--- src/rtl/arith_pkg.sv ---
// Shared encodings for the arithmetic overflow/exception unit.
// Op encodings match the in_op port; codes match out_code/exc_code.
package arith_pkg;

    typedef enum logic [1:0] {
        OP_ADD  = 2'b00,
        OP_ADDI = 2'b01,
        OP_SUB  = 2'b10,
        OP_NONE = 2'b11
    } op_e;

    localparam logic [2:0] CODE_NONE = 3'd0;
    localparam logic [2:0] CODE_ADD  = 3'd1;
    localparam logic [2:0] CODE_ADDI = 3'd2;
    localparam logic [2:0] CODE_SUB  = 3'd3;

    function automatic logic [2:0] op_code(input op_e op);
        logic [2:0] code;
        unique case (op)
            OP_ADD:  code = CODE_ADD;
            OP_ADDI: code = CODE_ADDI;
            OP_SUB:  code = CODE_SUB;
            OP_NONE: code = CODE_NONE;
        endcase
        return code;
    endfunction

endpackage

--- src/rtl/ovf_detect.sv ---
// Combinational overflow detector for add/sub results,
// signed or unsigned, at any datapath width.
module ovf_detect
    import arith_pkg::*;
#(
    parameter int WIDTH = 32
) (
    input  op_e              op,
    input  logic             is_unsigned,
    input  logic [WIDTH-1:0] a,
    input  logic [WIDTH-1:0] b,
    input  logic [WIDTH-1:0] result,
    output logic             ovf
);

    logic sa;
    logic sb;
    logic sr;
    logic add_ovf;
    logic sub_ovf;

    assign sa = a[WIDTH-1];
    assign sb = b[WIDTH-1];
    assign sr = result[WIDTH-1];

    // Unsigned add wraps iff the sum is below an operand; sub borrows iff a < b.
    always_comb begin
        add_ovf = is_unsigned ? (result < a) : ((sa == sb) && (sr != sa));
        sub_ovf = is_unsigned ? (a < b) : ((sa != sb) && (sr != sa));
        ovf = 1'b0;
        unique case (op)
            OP_ADD, OP_ADDI: ovf = add_ovf;
            OP_SUB:          ovf = sub_ovf;
            OP_NONE:         ovf = 1'b0;
        endcase
    end

endmodule

--- src/rtl/arith_exc_unit.sv ---
// Two-stage arithmetic overflow checker with a single-entry
// pending-exception register and sticky overflow status.
module arith_exc_unit
    import arith_pkg::*;
#(
    parameter int WIDTH = 32,
    parameter int TAG_W = 5,
    parameter int CNT_W = 8
) (
    input  logic             clock,
    input  logic             reset_n,
    input  logic             in_valid,
    input  logic [1:0]       in_op,
    input  logic             in_unsigned,
    input  logic [WIDTH-1:0] in_a,
    input  logic [WIDTH-1:0] in_b,
    input  logic [WIDTH-1:0] in_result,
    input  logic [TAG_W-1:0] in_tag,
    input  logic             flush,
    output logic             out_valid,
    output logic             out_ovf,
    output logic [2:0]       out_code,
    output logic [TAG_W-1:0] out_tag,
    output logic             exc_valid,
    output logic [2:0]       exc_code,
    output logic [TAG_W-1:0] exc_tag,
    input  logic             exc_ack,
    output logic             sticky_ovf,
    output logic             exc_lost,
    output logic [CNT_W-1:0] ovf_count,
    input  logic             clear_sticky
);

    logic             s1_valid;
    op_e              s1_op;
    logic             s1_uns;
    logic [WIDTH-1:0] s1_a;
    logic [WIDTH-1:0] s1_b;
    logic [WIDTH-1:0] s1_res;
    logic [TAG_W-1:0] s1_tag;
    logic             s1_ovf;

    logic             s2_valid;
    logic             s2_ovf;
    logic [2:0]       s2_code;
    logic [TAG_W-1:0] s2_tag;

    logic             ovf_ev;
    logic             take_exc;

    ovf_detect #(
        .WIDTH(WIDTH)
    ) u_detect (
        .op          (s1_op),
        .is_unsigned (s1_uns),
        .a           (s1_a),
        .b           (s1_b),
        .result      (s1_res),
        .ovf         (s1_ovf)
    );

    assign ovf_ev   = out_valid & out_ovf;
    assign take_exc = ovf_ev & (~exc_valid | exc_ack);

    // Operand capture; qualified by s1_valid, so no reset needed.
    always_ff @(posedge clock) begin
        s1_op  <= op_e'(in_op);
        s1_uns <= in_unsigned;
        s1_a   <= in_a;
        s1_b   <= in_b;
        s1_res <= in_result;
        s1_tag <= in_tag;
    end

    always_ff @(posedge clock) begin
        if (!reset_n) begin
            s1_valid   <= 1'b0;
            s2_valid   <= 1'b0;
            s2_ovf     <= 1'b0;
            s2_code    <= CODE_NONE;
            s2_tag     <= '0;
            out_valid  <= 1'b0;
            out_ovf    <= 1'b0;
            out_code   <= CODE_NONE;
            out_tag    <= '0;
            exc_valid  <= 1'b0;
            exc_code   <= CODE_NONE;
            exc_tag    <= '0;
            sticky_ovf <= 1'b0;
            exc_lost   <= 1'b0;
            ovf_count  <= '0;
        end else begin
            s1_valid <= in_valid & ~flush;
            s2_valid <= s1_valid & ~flush;
            s2_ovf   <= s1_valid & ~flush & s1_ovf;
            s2_code  <= s1_ovf ? op_code(s1_op) : CODE_NONE;
            s2_tag   <= s1_tag;

            out_valid <= s2_valid;
            out_ovf   <= s2_valid & s2_ovf;
            out_code  <= (s2_valid & s2_ovf) ? s2_code : CODE_NONE;
            out_tag   <= s2_tag;

            if (take_exc) begin
                exc_valid <= 1'b1;
                exc_code  <= out_code;
                exc_tag   <= out_tag;
            end else if (exc_valid && exc_ack) begin
                exc_valid <= 1'b0;
            end

            if (clear_sticky) begin
                sticky_ovf <= 1'b0;
                exc_lost   <= 1'b0;
                ovf_count  <= '0;
            end else begin
                if (ovf_ev) begin
                    sticky_ovf <= 1'b1;
                    if (ovf_count != '1)
                        ovf_count <= ovf_count + 1'b1;
                end
                if (ovf_ev && exc_valid && !exc_ack)
                    exc_lost <= 1'b1;
            end
        end
    end

endmodule
--- config.mk ---
export PLATFORM = sky130hd
export DESIGN_NAME = arith_exc_unit
export DESIGN_NICKNAME = d
export VERILOG_FILES = /design/src/rtl/arith_pkg.sv /design/src/rtl/ovf_detect.sv /design/src/rtl/arith_exc_unit.sv
export SDC_FILE = /design/constraint.sdc
export NUM_CORES = 1
export LEC_CHECK = 0
export CAP_MARGIN = 25
export CELL_PAD_IN_SITES_DETAIL_PLACEMENT = 1
export CELL_PAD_IN_SITES_GLOBAL_PLACEMENT = 2
export CORE_MARGIN = 4
export CORE_UTILIZATION = 27
export CTS_CLUSTER_DIAMETER = 50
export DETAILED_ROUTE_END_ITERATION = 10
export PLACE_DENSITY = 0.79
export SYNTH_ARGS = -nofsm -noshare
export SYNTH_HDL_FRONTEND = slang
export SYNTH_HIERARCHICAL = 1
export SYNTH_SLANG_ARGS = --single-unit
--- constraint.sdc ---
create_clock -name clock -period 2.2 [get_ports clock]
set_clock_uncertainty 0.05 [all_clocks]
set_input_delay 0.44 -clock clock [delete_from_list [all_inputs] [get_ports clock]]
set_output_delay 0.44 -clock clock [all_outputs]
set_load 0.005 [all_outputs]
# After elaboration in Yosys (flattened, before gate mapping)
# Index checks and enable logic that the tools add are counted.
# W data, S select, Z words.
[word_totals] out_inout_bits=29 regBits=144 input_bits=110 wordCells=60
[classes] magnitude_cmp=2 n_reduce_logical=13 bitwise_logic=10 addsub=1 n_eq_ne=7 muxes=6
[ops] cell="$lt A32 B32 Y1" count=2
[ops] cell="$pmux W3 S4" count=1
[ops] cell="$add A8 B1 Y8 const B" count=1
[ops] cell="$ne A8 B8 Y1 const B" count=1
[ops] cell="$and A1 B1 Y1" count=6
[ops] cell="$reduce_and A2 Y1" count=3
[ops] cell="$logic_and A1 B1 Y1" count=5
[ops] cell="$eq A2 B2 Y1 const B" count=2
[ops] cell="$mux W1" count=4
[ops] cell="$reduce_or A2 Y1" count=2
[ops] cell="$not A1 Y1" count=3
[ops] cell="$pmux W1 S3" count=1
[ops] cell="$eq A2 B1 Y1 const B" count=1
[ops] cell="$logic_not A2 Y1" count=1
[ops] cell="$ne A1 B1 Y1" count=2
[ops] cell="$reduce_bool A2 Y1" count=1
[ops] cell="$eq A1 B1 Y1" count=1
[ops] cell="$logic_not A1 Y1" count=1
[ops] cell="$or A1 B1 Y1" count=1

# Depth between registers and ports, before layout
# Gate-level depths: netlist of the first run.
[depth] depth_word=5 mapped_depth=10 mapped_depth_nobuf=10

# Hierarchy
# The synthesis of the first run kept the hierarchy.
[modules_own_cells] mod="arith_exc_unit" instances=1 seq_area_each_um2=2822.7 area_each_um2=3409.5 cells_per_inst=234
[modules_own_cells] mod="ovf_detect" instances=1 seq_area_each_um2=0.0 area_each_um2=1590.3 cells_per_inst=225

# Worst setup path before layout of the first run
# OpenSTA, ideal clock, no wires.
[synth_timing] path_kind="reg2reg" start="reg s1_a[2]" end="reg s2_ovf" required_ns=2.070 arrival_ns=1.961 setup_time_ns=0.080 n_path_buf=0 slack_ns=0.109 synth_period_minus_slack_ns=2.091 stages_incl_launch_ff=11 path_cell_list="dfxtp_1 inv_1 ha_1 a211o_1 a31oi_1 o221ai_1 a221o_1 o211ai_2 a22o_1 nand2_1 nor3b_1"
[synth_between] elab_chain_cells=4 elab_cells_between_ends=6 cone_classes="order compare: 2; mux: 3; bitwise: 1"
[synth_lines] element="start: declaration" line="arith_exc_unit.sv:37" rtl="logic [WIDTH-1:0] s1_a;"
[synth_lines] element="start signal: assignment" line="arith_exc_unit.sv:69" rtl="s1_a <= in_a;"
[synth_lines] element="$lt A32 B32 Y1 (on tied branches)" line="ovf_detect.sv:29, ovf_detect.sv:28"
[synth_lines] element="$mux W1 (on tied branches)" line="ovf_detect.sv:29, ovf_detect.sv:28"
[synth_lines] element="$pmux W1 S3 (*)" line="ovf_detect.sv:31" rtl="unique case (op)"
[synth_lines] element="net s1_ovf" line="arith_exc_unit.sv:41" rtl="logic s1_ovf;"
[synth_lines] element="$and A1 B1 Y1 (*)" line="arith_exc_unit.sv:95" rtl="s2_ovf <= s1_valid & ~flush & s1_ovf;"
[synth_lines] element="end signal: assignment" line="arith_exc_unit.sv:95"
[synth_lines] element="end: declaration" line="arith_exc_unit.sv:44" rtl="logic s2_ovf;"
# Mark *: on every way through the listed nets, which the timed path passes. The rest lies on a longest branch.
# A chain may end at the register's enable or synchronous reset.

# Final worst setup path of the first run
# Same ends and word-level chain as after synthesis.

==> impl_metrics.ini, run 1 <==
[clocking]
cts_max_path_buffers = 2
numCtsBuffers = 17
clkTransAtPathRegs_ns = 0.06
clkLatencyLatePin_ns = 0.42
cts_htree_levels = 4
clock_sinks = 141
cts-root-buf = clkbuf_16
cts_tree = done

[place]
port_buffers = 136
dp_hpwl_um = 9760
placedCellCount = 824
gp_congestion = 0.771
placedInstanceArea_um2 = 6650
post-place-ws_ns = -0.142

[finish]
stdcell_area_um2 = 7420
final-seq-area_um2 = 2830
utilization_pct = 41.1
layout.nets = 792
drive_above_1_share_pct = 11.1
nFillCells = 1978
multi_input_area_um2 = 2020
n_antenna_cell = 0
areaGrowthSynthToFinish_pct = 48.5
final_cells = 858

[die]
start_util_pct = 27.6
die_w_um = 144
floorplan.rows = 49
core_area_um2 = 18100
die_y_um = 144
io_pins = 139
dieArea_um2 = 20800

[timing]
hold_viol = 0
max_clock_freq_mhz = 450
timing.final.crit_share_pct = 101
rsz0062_at_grt = true
post-route-min-period_ns = 2.22
setup_ws_ns = -0.0212
slew_viol_final = 0
setup_violations = 1

[synthesis]
async_reset_ff_share_pct = 0
post_synth_fa_ha_maj_area_fraction_pct = 16.3
synth_edf_count = 0
synthCells = 459
synth-simple-area-share_pct = 11.9
syn_area_per_cell_um2 = 10.9
synth-xor-area-share_pct = 0.350
synth.cell_area_um2 = 5000
synth_top_family_by_area = adder cells
yosysWarnings = 6
synth_flop_cell = dfxtp_1
synth_compound_area_share_pct = 7.66
yosysUniqueCellTypes = 47
ys_seq_area_share_pct = 56.5
synth_mux_area_share_pct = 1.60
ys_ff_latch = 141

[grt]
grt_pass1_vias = 4049
grt_pass1_wl_um = 19200
overflow = 0
antenna_found_initial = 0
track_usage_pct = 11.9
grt_max_degree = 20

[setup_path]
cp.arrival_ns = 2.52
rrSetupSlack_ns = -0.02
crit_path_end = s2_ovf
r2r_cells = 10
rr_endpoint = s2_ovf
cp_max_fo = 2
critPathLaunchType = flop
critPathRequiredTime_ns = 2.49
r2r-start = s1_a[2]
cp-end-kind = flop
crit_start = s1_a[2]
worstSetupPathType = reg -> reg

[pwr]
power_density_nw_per_um2 = 838
irDropWorstVdd_v = 0.000522
power.switching_mw = 1.31
sequentialPowerShare_pct = 43.7
power_leakage_nw = 3.24
intPower_mw = 4.91
clockPowerShare_pct = 47.6
combPwrFrac_pct = 8.7
switching_share_pct = 21.1

[detailed_routing]
drt_pre_antenna_iters = 6
drtIter0Drc = 63
drcViolationCount = 0
num_vias = 3656
wl_per_cell_um = 14.2
viasPerCell = 4.26
drt_wl_total_um = 12200
drtAntennaViolNets = 0

[status]
status = finished, violations left
failed_checks = setup timing

[flow_run]
drv_cap = 0

[min_path]
hp-class = reg -> reg
power groups by stage:
| stage | clock network [mW] | logic, mW | registers, mW |
|---|---|---|---|
| 6_report | 2.96 | 0.540 | 2.72 |
| 5_1_grt | 3.16 | 0.608 | 2.73 |
| 4_1_cts | 3.05 | 0.527 | 2.72 |
| 3_5_place_dp | 0 | 0.507 | 2.77 |
| 3_3_place_gp | 0 | 0.489 | 2.77 |
| 2_1_floorplan | 0 | 0.221 | 2.76 |
per-stage QoR:
stage / TNS, ns / hold slack (ns) / total power [mW]
after detailed placement: -0.209 / 0.371 / 3.28
after CTS: -0.0202 / 0.380 / 6.29
after floorplan: 0 / 0.356 / 2.98
final: -0.0212 / 0.381 / 6.22
after global routing: -0.306 / 0.394 / 6.50
after global placement: -0.0450 / 0.367 / 3.26
placed cells by master (no fill, tap or decap), types with 3 or more instances in the layout:
master and count:
inv_1 61, mux2i_1 8, ha_1 58, a21oi_1 28, bufinv_16 4, dfxtp_1 134, nand3_1 8, inv_2 5
buf_4 7, nand2_1 18, clkinv_2 5, dfxtp_2 7, a211oi_1 4, and2_1 14, nor3_1 3, clkbuf_16 17
a21o_1 5, o21ai_0 8, nor2_1 21, ha_4 5, nor2b_1 12, clkdlybuf4s50_1 136, nand4_1 12
how the worst min path moves through the flow:
stage,from,end,slack (ns),cells past startpoint
after floorplan,s2_code[0],out_code[0],0.36,1
after global placement,s2_tag[4],out_tag[4],0.37,1
final,s2_code[1],out_code[1],0.38,1
after global routing,in_result[22],s1_res[22],0.39,1
after detailed placement,s1_tag[0],s2_tag[0],0.37,1
after CTS,s1_tag[0],s2_tag[0],0.38,1
registers in the layout, summed over array words and instances, names as in the netlist:
signal      count
s1_a           32
s1_b           32
s1_res         32
ovf_count       8
exc_tag         5
out_tag         5
s1_tag          5
s2_tag          5
exc_code        2
out_code        2
s1_op           2
s2_code         2
exc_lost        1
exc_valid       1
out_ovf         1
out_valid       1
s1_uns          1
s1_valid        1
s2_ovf          1
s2_valid        1
sticky_ovf      1
timing repair:
action                                  CTS  global route
hold buffers                              0             0
pin swaps                                 8            11
buffers inserted                          2             1
gates resized for setup                  12            18
endpoints found under the setup margin    3             3
cell families after synthesis:
group	after synthesis
fa+ha+maj	65
buf+inv	72
flops	141
mux	8
compound gates	62
xor+xnor	2
simple gates	108
other cells	1
synthesized netlist by cell type, types with 3 or more instances:
library cell / count / area (um^2)
nor2_1: 21 / 78.8
o21ai_0: 8 / 40.0
a21oi_1: 28 / 140
nand3_1: 8 / 40.0
clkbuf_1: 3 / 11.3
and2_1: 14 / 87.6
nor3_1: 4 / 20.0
mux2i_1: 8 / 80.1
nor2b_1: 12 / 75.1
a21o_1: 5 / 37.5
inv_1: 66 / 248
nand2_1: 19 / 71.3
ha_1: 65 / 813
dfxtp_1: 141 / 2820
nand4_1: 12 / 75.1
a211oi_1: 6 / 45.0
layout make-up:
type | instances | area share, %
Clock buffer | 19 | 5.97
Clock inverter | 12 | 2.29
Inverter | 66 | 3.34
Multi-Input combinational cell | 247 | 27.2
Sequential cell | 141 | 38.1
Tap cell | 229 | 3.86
Timing Repair Buffer | 144 | 19.2
routing by layer:
layer	track usage, %	vias up	wire length [um]
met5	0	-	0
met1	14.3	1683	5300
met2	20.1	104	6040
li1	-	1852	-
met4	4.91	0	204
met3	3.47	17	628
critical path, stage by stage, from the launching register on:
cell and delay [ns]:
dfxtp_2 0.34, inv_2 0.05, ha_4 0.20, a211o_1 0.25, a31oi_1 0.20, o221ai_2 0.16, a221o_1 0.33, o211ai_2 0.16
a22o_1 0.19, nand2_2 0.07, nor3b_2 0.14
(Power assumes the default switching activity.)
==> run 2, diff against run 1 <==
--- a/config.mk
+++ b/config.mk
@@ -5,7 +5,7 @@
 export SDC_FILE = /design/constraint.sdc
 export NUM_CORES = 1
 export LEC_CHECK = 0
-export CAP_MARGIN = 25
+export CAP_MARGIN = 20
 export CELL_PAD_IN_SITES_DETAIL_PLACEMENT = 1
 export CELL_PAD_IN_SITES_GLOBAL_PLACEMENT = 2
 export CORE_MARGIN = 4
==> results of run 2 <==
Final layout, timing and power as in run 1 (identical DEF).
